===== src/rtl/regwb_pkg.sv =====
// Shared widths and the queued writeback entry record for the register writeback unit.
// Pure type/constant package; no logic, no latency.
package regwb_pkg;

  localparam int DATA_W   = 8;
  localparam int NUM_REGS = 8;
  localparam int REG_AW   = $clog2(NUM_REGS);

  typedef struct packed {
    logic [REG_AW-1:0] rnum;
    logic [DATA_W-1:0] data;
  } wb_entry_t;

endpackage


===== src/rtl/regwb_fifo.sv =====
// Circular queue of writeback entries; push lands at the edge and is visible as head next cycle.
// Refuses push when full and pop when empty; the full contents are exposed for forwarding lookup.
module regwb_fifo
  import regwb_pkg::*;
#(
  parameter int DEPTH = 4,
  localparam int PTR_W = $clog2(DEPTH),
  localparam int CNT_W = $clog2(DEPTH + 1)
) (
  input  logic                   clk,
  input  logic                   rst,
  input  logic                   push_i,
  input  wb_entry_t              push_entry_i,
  input  logic                   pop_i,
  output wb_entry_t              head_o,
  output logic                   full_o,
  output logic [CNT_W-1:0]       count_o,
  output logic [PTR_W-1:0]       rd_ptr_o,
  output wb_entry_t [DEPTH-1:0]  entries_o
);

  logic [PTR_W-1:0]      wr_ptr_q, wr_ptr_d;
  logic [PTR_W-1:0]      rd_ptr_q, rd_ptr_d;
  logic [CNT_W-1:0]      count_q, count_d;
  wb_entry_t [DEPTH-1:0] mem_q;
  logic                  do_push, do_pop;

  assign full_o  = (count_q == CNT_W'(DEPTH));
  assign do_push = push_i && !full_o;
  assign do_pop  = pop_i && (count_q != '0);

  // Pointers wrap naturally because DEPTH is a power of two.
  always_comb begin
    wr_ptr_d = wr_ptr_q + PTR_W'(do_push);
    rd_ptr_d = rd_ptr_q + PTR_W'(do_pop);
    count_d  = count_q + CNT_W'(do_push) - CNT_W'(do_pop);
  end

  always_ff @(posedge clk or posedge rst) begin
    if (rst) begin
      wr_ptr_q <= '0;
      rd_ptr_q <= '0;
      count_q  <= '0;
    end else begin
      wr_ptr_q <= wr_ptr_d;
      rd_ptr_q <= rd_ptr_d;
      count_q  <= count_d;
    end
  end

  always_ff @(posedge clk) begin
    if (do_push) begin
      mem_q[wr_ptr_q] <= push_entry_i;
    end
  end

  assign head_o    = mem_q[rd_ptr_q];
  assign count_o   = count_q;
  assign rd_ptr_o  = rd_ptr_q;
  assign entries_o = mem_q;

endmodule


===== src/rtl/reg_writeback_unit.sv =====
// Arbitrates load/ALU results into a writeback queue and drains it to the register-file port.
// One cycle queue-to-port latency; ready drops when full, stall holds the port; forwarding is combinational.
module reg_writeback_unit
  import regwb_pkg::*;
#(
  parameter int DEPTH = 4
) (
  input  logic                         clk,
  input  logic                         rst,
  input  logic                         ld_valid,
  input  logic [2:0]                   ld_reg,
  input  logic [7:0]                   ld_data,
  output logic                         ld_ready,
  input  logic                         alu_valid,
  input  logic [2:0]                   alu_reg,
  input  logic [7:0]                   alu_data,
  output logic                         alu_ready,
  input  logic                         stall,
  output logic                         wr_en,
  output logic [2:0]                   wr_reg,
  output logic [7:0]                   wr_data,
  input  logic [2:0]                   chk_reg_1,
  input  logic [2:0]                   chk_reg_2,
  output logic                         hit_1,
  output logic                         hit_2,
  output logic [7:0]                   fwd_data_1,
  output logic [7:0]                   fwd_data_2,
  output logic [$clog2(DEPTH+1)-1:0]   count
);

  localparam int PTR_W = $clog2(DEPTH);
  localparam int CNT_W = $clog2(DEPTH + 1);

  wb_entry_t             push_entry;
  wb_entry_t             head;
  wb_entry_t [DEPTH-1:0] entries;
  logic [PTR_W-1:0]      rd_ptr;
  logic [CNT_W-1:0]      q_count;
  logic                  full, push, pop;

  logic                  wr_en_q, wr_en_d;
  logic [REG_AW-1:0]     wr_reg_q, wr_reg_d;
  logic [DATA_W-1:0]     wr_data_q, wr_data_d;

  // Load wins a tie; full is judged on the current count, so a same-edge pop frees nothing.
  assign ld_ready  = !full;
  assign alu_ready = !full && !ld_valid;
  assign push      = (ld_valid && ld_ready) || (alu_valid && alu_ready);
  assign pop       = (q_count != '0) && !stall;

  always_comb begin
    push_entry = '0;
    if (ld_valid) begin
      push_entry.rnum = ld_reg;
      push_entry.data = ld_data;
    end else begin
      push_entry.rnum = alu_reg;
      push_entry.data = alu_data;
    end
  end

  regwb_fifo #(.DEPTH(DEPTH)) u_fifo (
    .clk          (clk),
    .rst          (rst),
    .push_i       (push),
    .push_entry_i (push_entry),
    .pop_i        (pop),
    .head_o       (head),
    .full_o       (full),
    .count_o      (q_count),
    .rd_ptr_o     (rd_ptr),
    .entries_o    (entries)
  );

  always_comb begin
    wr_en_d   = pop;
    wr_reg_d  = pop ? head.rnum : wr_reg_q;
    wr_data_d = pop ? head.data : wr_data_q;
  end

  always_ff @(posedge clk or posedge rst) begin
    if (rst) begin
      wr_en_q   <= 1'b0;
      wr_reg_q  <= '0;
      wr_data_q <= '0;
    end else begin
      wr_en_q   <= wr_en_d;
      wr_reg_q  <= wr_reg_d;
      wr_data_q <= wr_data_d;
    end
  end

  // Scan oldest to youngest so the last queued match wins over the presented entry.
  function automatic logic [DATA_W:0] fwd_lookup(input logic [REG_AW-1:0] r);
    logic [DATA_W:0]  res;
    logic [PTR_W-1:0] idx;
    res = '0;
    idx = '0;
    if (wr_en_q && (wr_reg_q == r)) res = {1'b1, wr_data_q};
    for (int i = 0; i < DEPTH; i++) begin
      idx = rd_ptr + PTR_W'(i);
      if ((i < int'(q_count)) && (entries[idx].rnum == r)) res = {1'b1, entries[idx].data};
    end
    return res;
  endfunction

  always_comb begin
    {hit_1, fwd_data_1} = fwd_lookup(chk_reg_1);
    {hit_2, fwd_data_2} = fwd_lookup(chk_reg_2);
  end

  assign wr_en   = wr_en_q;
  assign wr_reg  = wr_reg_q;
  assign wr_data = wr_data_q;
  assign count   = q_count;

endmodule


===== config.mk =====
export PLATFORM = sky130hd
export DESIGN_NAME = reg_writeback_unit
export DESIGN_NICKNAME = d
export VERILOG_FILES = /design/src/rtl/regwb_pkg.sv /design/src/rtl/regwb_fifo.sv /design/src/rtl/reg_writeback_unit.sv
export SDC_FILE = /design/constraint.sdc
export NUM_CORES = 1
export LEC_CHECK = 0
export BUFFER_PORTS_ARGS = -buffer_cell sky130_fd_sc_hd__buf_2
export CORE_UTILIZATION = 55
export DETAILED_ROUTE_END_ITERATION = 12
export GPL_TIMING_DRIVEN = 0
export PLACE_DENSITY = 0.78
export SETUP_SLACK_MARGIN = 0.4
export SLEW_MARGIN = 0
export SYNTH_ARGS = -nofsm -noshare
export SYNTH_HDL_FRONTEND = slang
export SYNTH_SLANG_ARGS = --single-unit
export TNS_END_PERCENT = 5

===== constraint.sdc =====
create_clock -name clk -period 3 [get_ports clk]
set_clock_uncertainty 0.15 [all_clocks]
set_input_delay 0.15 -clock clk [delete_from_list [all_inputs] [get_ports clk]]
set_output_delay 0.15 -clock clk [all_outputs]
set_load 0.005 [all_outputs]

==> results.py <==
metrics = {
    "outcome": {
        "status": "finished with violations",
        "violated_checks": "negative setup slack",
    },
    "synthesis": {
        "synth-seq-cells": 63,
        "syn-instance-count": 389,
        "synth.top_cells.by_area": "sky130_fd_sc_hd__edfxtp_1 (30%), sky130_fd_sc_hd__mux2i_1 (12%), sky130_fd_sc_hd__dfrtp_1 (11%), sky130_fd_sc_hd__mux2_2 (9.6%), sky130_fd_sc_hd__xnor2_1 (5.1%)",
        "ys_seq_area_share_pct": 40.43,
        "post_synth_num_cell_types": 41,
        "synth_enable_flop_cells": 44,
        "synth_warn": 0,
        "avgSynthCellArea_um2": 11.42,
        "synth-async-reset-ratio_pct": 30.16,
        "synth_fp_nets": 429,
        "ys_flop_type": "sky130_fd_sc_hd__edfxtp_1",
        "post-synth-top-area-cell": "sky130_fd_sc_hd__edfxtp_1",
        "synth.cell_area_um2": 4444,
        "post-synth-top-area-fraction_pct": 29.73,
    },
    "sta": {
        "grt_setup_unrepaired": "yes",
        "period_needed_ps": 3217,
        "timing_hold_violations_final": 0,
        "timing.max_slew.rel_slack_pct": 32.92,
        "layout_setup_ws_ps": -217.4,
        "fmax_mhz": 310.8,
        "max_slew.worst_pin.slew_ps": 1001,
        "maxSlewViolCount": 0,
        "timing.final.setup_violations": 18,
        "holdWs_ps": 2.538,
        "timing.final.crit_share_pct": 107.2,
    },
    "global_routing": {
        "first_pass_grt_wire_length_mm": 17.53,
        "largest_net_degree_at_the_start_of_global_routing": 20,
        "track_usage_pct": 26.94,
        "global_route.overflow_total": 0,
        "initial_antenna_violation_count": 0,
        "grt_pass1_vias": 3413,
    },
    "min_path": {
        "hold_path.class": "in2reg",
        "holdCritStartpoint": "ld_reg[1]",
        "hold_depth": 2,
    },
    "run": {
        "max_cap_violations": 0,
    },
    "placement": {
        "portBuffers": 61,
        "detailedPlacementHpwl_mm": 8.039,
        "postPlaceCellArea_um2": 4898,
        "place.gp.congestion": 0.8846,
    },
    "floorplan": {
        "floorplan.io_pins": 68,
        "die_w_um": 91.89,
        "coreArea_um2": 7767,
        "die-height_um": 91.89,
        "initial_utilization_pct": 57.22,
        "design.die.area_um2": 8444,
        "placementRows": 32,
    },
    "routing": {
        "drt_iter0_drc": 257,
        "detail_route.vias_per_cell": 6.156,
        "drt-wirelength-per-cell_um": 19.16,
        "postRouteWirelength_mm": 11.15,
        "route.antenna.remaining_nets": 0,
        "firstDrtPassIters": 5,
        "routed-via-count": 3583,
        "remaining_drc_errors": 0,
    },
    "clock_tree": {
        "tritoncts.num_buffers": 9,
        "clock_path_buffers": 2,
        "tritoncts": "built",
        "tritoncts_num_sinks": 63,
        "h-tree-depth": 3,
        "ctsRootBufferMaster": "sky130_fd_sc_hd__clkbuf_8",
        "clk_pin_slew_ps": 80,
        "clk_latency_ps": 360,
    },
    "power_and_ir_drop": {
        "power.static_leakage_nw": 2.181,
        "vdd_ir_drop_max_uv": 422.4,
        "power_density_nw_per_um2": 1271,
    },
    "critical_path": {
        "crit-reg2reg-launch": "u_fifo.count_o[2]",
        "reg2reg_setup_slack_ps": 540,
        "critical_path.endpoint_type": "primary output",
        "reg2regPathDepth": 9,
        "criticalPathCategory": "reg2out",
        "critPathArrivalTime_ps": 2920,
        "crit_required_ps": 2700,
        "critical_path.max_fanout": 10,
        "worstSetupStartpoint": "u_fifo.rd_ptr_o[0]",
        "start_kind": "register",
    },
    "layout": {
        "postLayoutCellArea_um2": 5290,
        "largest_reg_flops": 44,
        "drive_above_1_share_pct": 40.00,
        "synthToLayoutAreaGrowth_pct": 19.03,
        "fin_nets": 515,
        "antenna-diode-count": 0,
    },
}
==> per-stage QoR <==
stage	total power [mW]	instances	util [%]	setup TNS, ps	setup slack [ps]
6_report	6.724	582	68.11	-2200	-217.4
5_1_grt	7.109	582	68.11	-4194	-322.3
4_1_cts	6.515	578	67.33	-2666	-218.4
3_5_place_dp	5.611	553	63.06	-2447	-292.0
3_3_place_gp	5.481	552	62.79	-2223	-220.9
2_1_floorplan	4.401	389	-	0	381.4
==> cell type report <==
class / instances / area (um2)
multi-input combinational: 282 / 2536
fill: 615 / 2477
sequential: 63 / 1797
timing repair buffer: 75 / 421.7
buffer: 27 / 168.9
clock buffer: 11 / 141.4
tap: 102 / 127.6
inverter: 17 / 63.81
clock inverter: 5 / 33.78
==> timing repair <==
| item | 4_1_cts | 5_1_grt |
|---|---|---|
| pin swaps | 7 | 2 |
| endpoints found under the hold margin | 24 | 0 |
| cloned | 0 | 0 |
| endpoints found under the setup margin | 20 | 20 |
| hold buffers | 3 | 0 |
| buffers inserted | 6 | 4 |
| resized for setup | 24 | 17 |
==> layout by cell type, fill, tap and decap left out, drive strengths merged, types with 13 or more instances in the layout <==
cell type,netlist,layout
dfrtp,19,19
mux2,38,38
buf,16,84
o221a,16,16
xnor2,26,26
nor2,20,20
a21oi,13,13
o21ai,15,15
inv,17,17
nand2,15,15
mux2i,52,52
clkbuf,11,26
edfxtp,44,44
==> cells in the mapped netlist, types with 2 or more instances <==
| cell | number |
|---|---|
| sky130_fd_sc_hd__a211oi_1 | 7 |
| sky130_fd_sc_hd__a21oi_1 | 13 |
| sky130_fd_sc_hd__a221oi_1 | 8 |
| sky130_fd_sc_hd__and3_1 | 9 |
| sky130_fd_sc_hd__and4_1 | 2 |
| sky130_fd_sc_hd__buf_1 | 5 |
| sky130_fd_sc_hd__buf_2 | 7 |
| sky130_fd_sc_hd__buf_6 | 3 |
| sky130_fd_sc_hd__clkbuf_1 | 11 |
| sky130_fd_sc_hd__dfrtp_1 | 19 |
| sky130_fd_sc_hd__edfxtp_1 | 44 |
| sky130_fd_sc_hd__ha_1 | 6 |
| sky130_fd_sc_hd__inv_1 | 15 |
| sky130_fd_sc_hd__inv_2 | 2 |
| sky130_fd_sc_hd__mux2_2 | 38 |
| sky130_fd_sc_hd__mux2i_1 | 52 |
| sky130_fd_sc_hd__mux4_1 | 2 |
| sky130_fd_sc_hd__mux4_2 | 6 |
| sky130_fd_sc_hd__nand2_1 | 15 |
| sky130_fd_sc_hd__nand4_1 | 5 |
| sky130_fd_sc_hd__nor2_1 | 20 |
| sky130_fd_sc_hd__nor2b_1 | 2 |
| sky130_fd_sc_hd__nor3_1 | 10 |
| sky130_fd_sc_hd__o211ai_1 | 2 |
| sky130_fd_sc_hd__o21ai_0 | 10 |
| sky130_fd_sc_hd__o21ai_1 | 5 |
| sky130_fd_sc_hd__o221a_1 | 11 |
| sky130_fd_sc_hd__o221a_2 | 5 |
| sky130_fd_sc_hd__or2_2 | 8 |
| sky130_fd_sc_hd__xnor2_1 | 26 |
| sky130_fd_sc_hd__xor2_1 | 11 |
==> worst max-delay path, cell delays in order, from the launching register on <==
cell and delay, ps:
sky130_fd_sc_hd__dfrtp_1 360, sky130_fd_sc_hd__buf_6 150, sky130_fd_sc_hd__mux4_2 550, sky130_fd_sc_hd__xor2_1 160
sky130_fd_sc_hd__or4_4 510, sky130_fd_sc_hd__buf_6 150, sky130_fd_sc_hd__buf_6 140, sky130_fd_sc_hd__o221a_1 210
sky130_fd_sc_hd__a211oi_2 190, sky130_fd_sc_hd__buf_2 140
==> logic make-up (layout without fill, tap and decap cells) <==
| logic type | Yosys count | after routing | share of synthesized area, % |
|---|---|---|---|
| fa+ha+maj | 7 | 7 | 2.140 |
| compound gates | 64 | 64 | 10.95 |
| buf+inv | 44 | 135 | 4.504 |
| flops | 63 | 63 | 40.43 |
| mux | 98 | 98 | 25.56 |
| simple gates | 76 | 76 | 9.122 |
| xor+xnor | 37 | 37 | 7.292 |
==> power by group <==
| part | leakage, nW | internal, mW | switching (mW) |
|---|---|---|---|
| logic | 1.47 | 2.16 | 2.35 |
| clock network | 0.0853 | 0.321 | 0.351 |
| registers | 0.628 | 1.28 | 0.261 |
| total | 2.18 | 3.76 | 2.96 |
==> layer usage <==
layer / vias to the layer above / wire length [um] / track usage, % / share of wire, %
met2: 168 / 5255 / 44.22 / 47
li1: 1650 / - / - / -
met1: 1736 / 4915 / 35.80 / 44
met3: 29 / 711 / 4.975 / 6.4
met4: 0 / 269 / 9.375 / 2.4
met5: - / 0 / 0 / 0
==> worst paths after layout <==
check | endpoint
min | u_fifo.entries_o[31]
max in group asynchronous | u_fifo.rd_ptr_o[0]
min reg2reg | wr_data[1]
max reg2reg | u_fifo.count_o[2]
min in group asynchronous | wr_reg[0]
max | fwd_data_2[7]
Power figures use the tool's default switching activity.
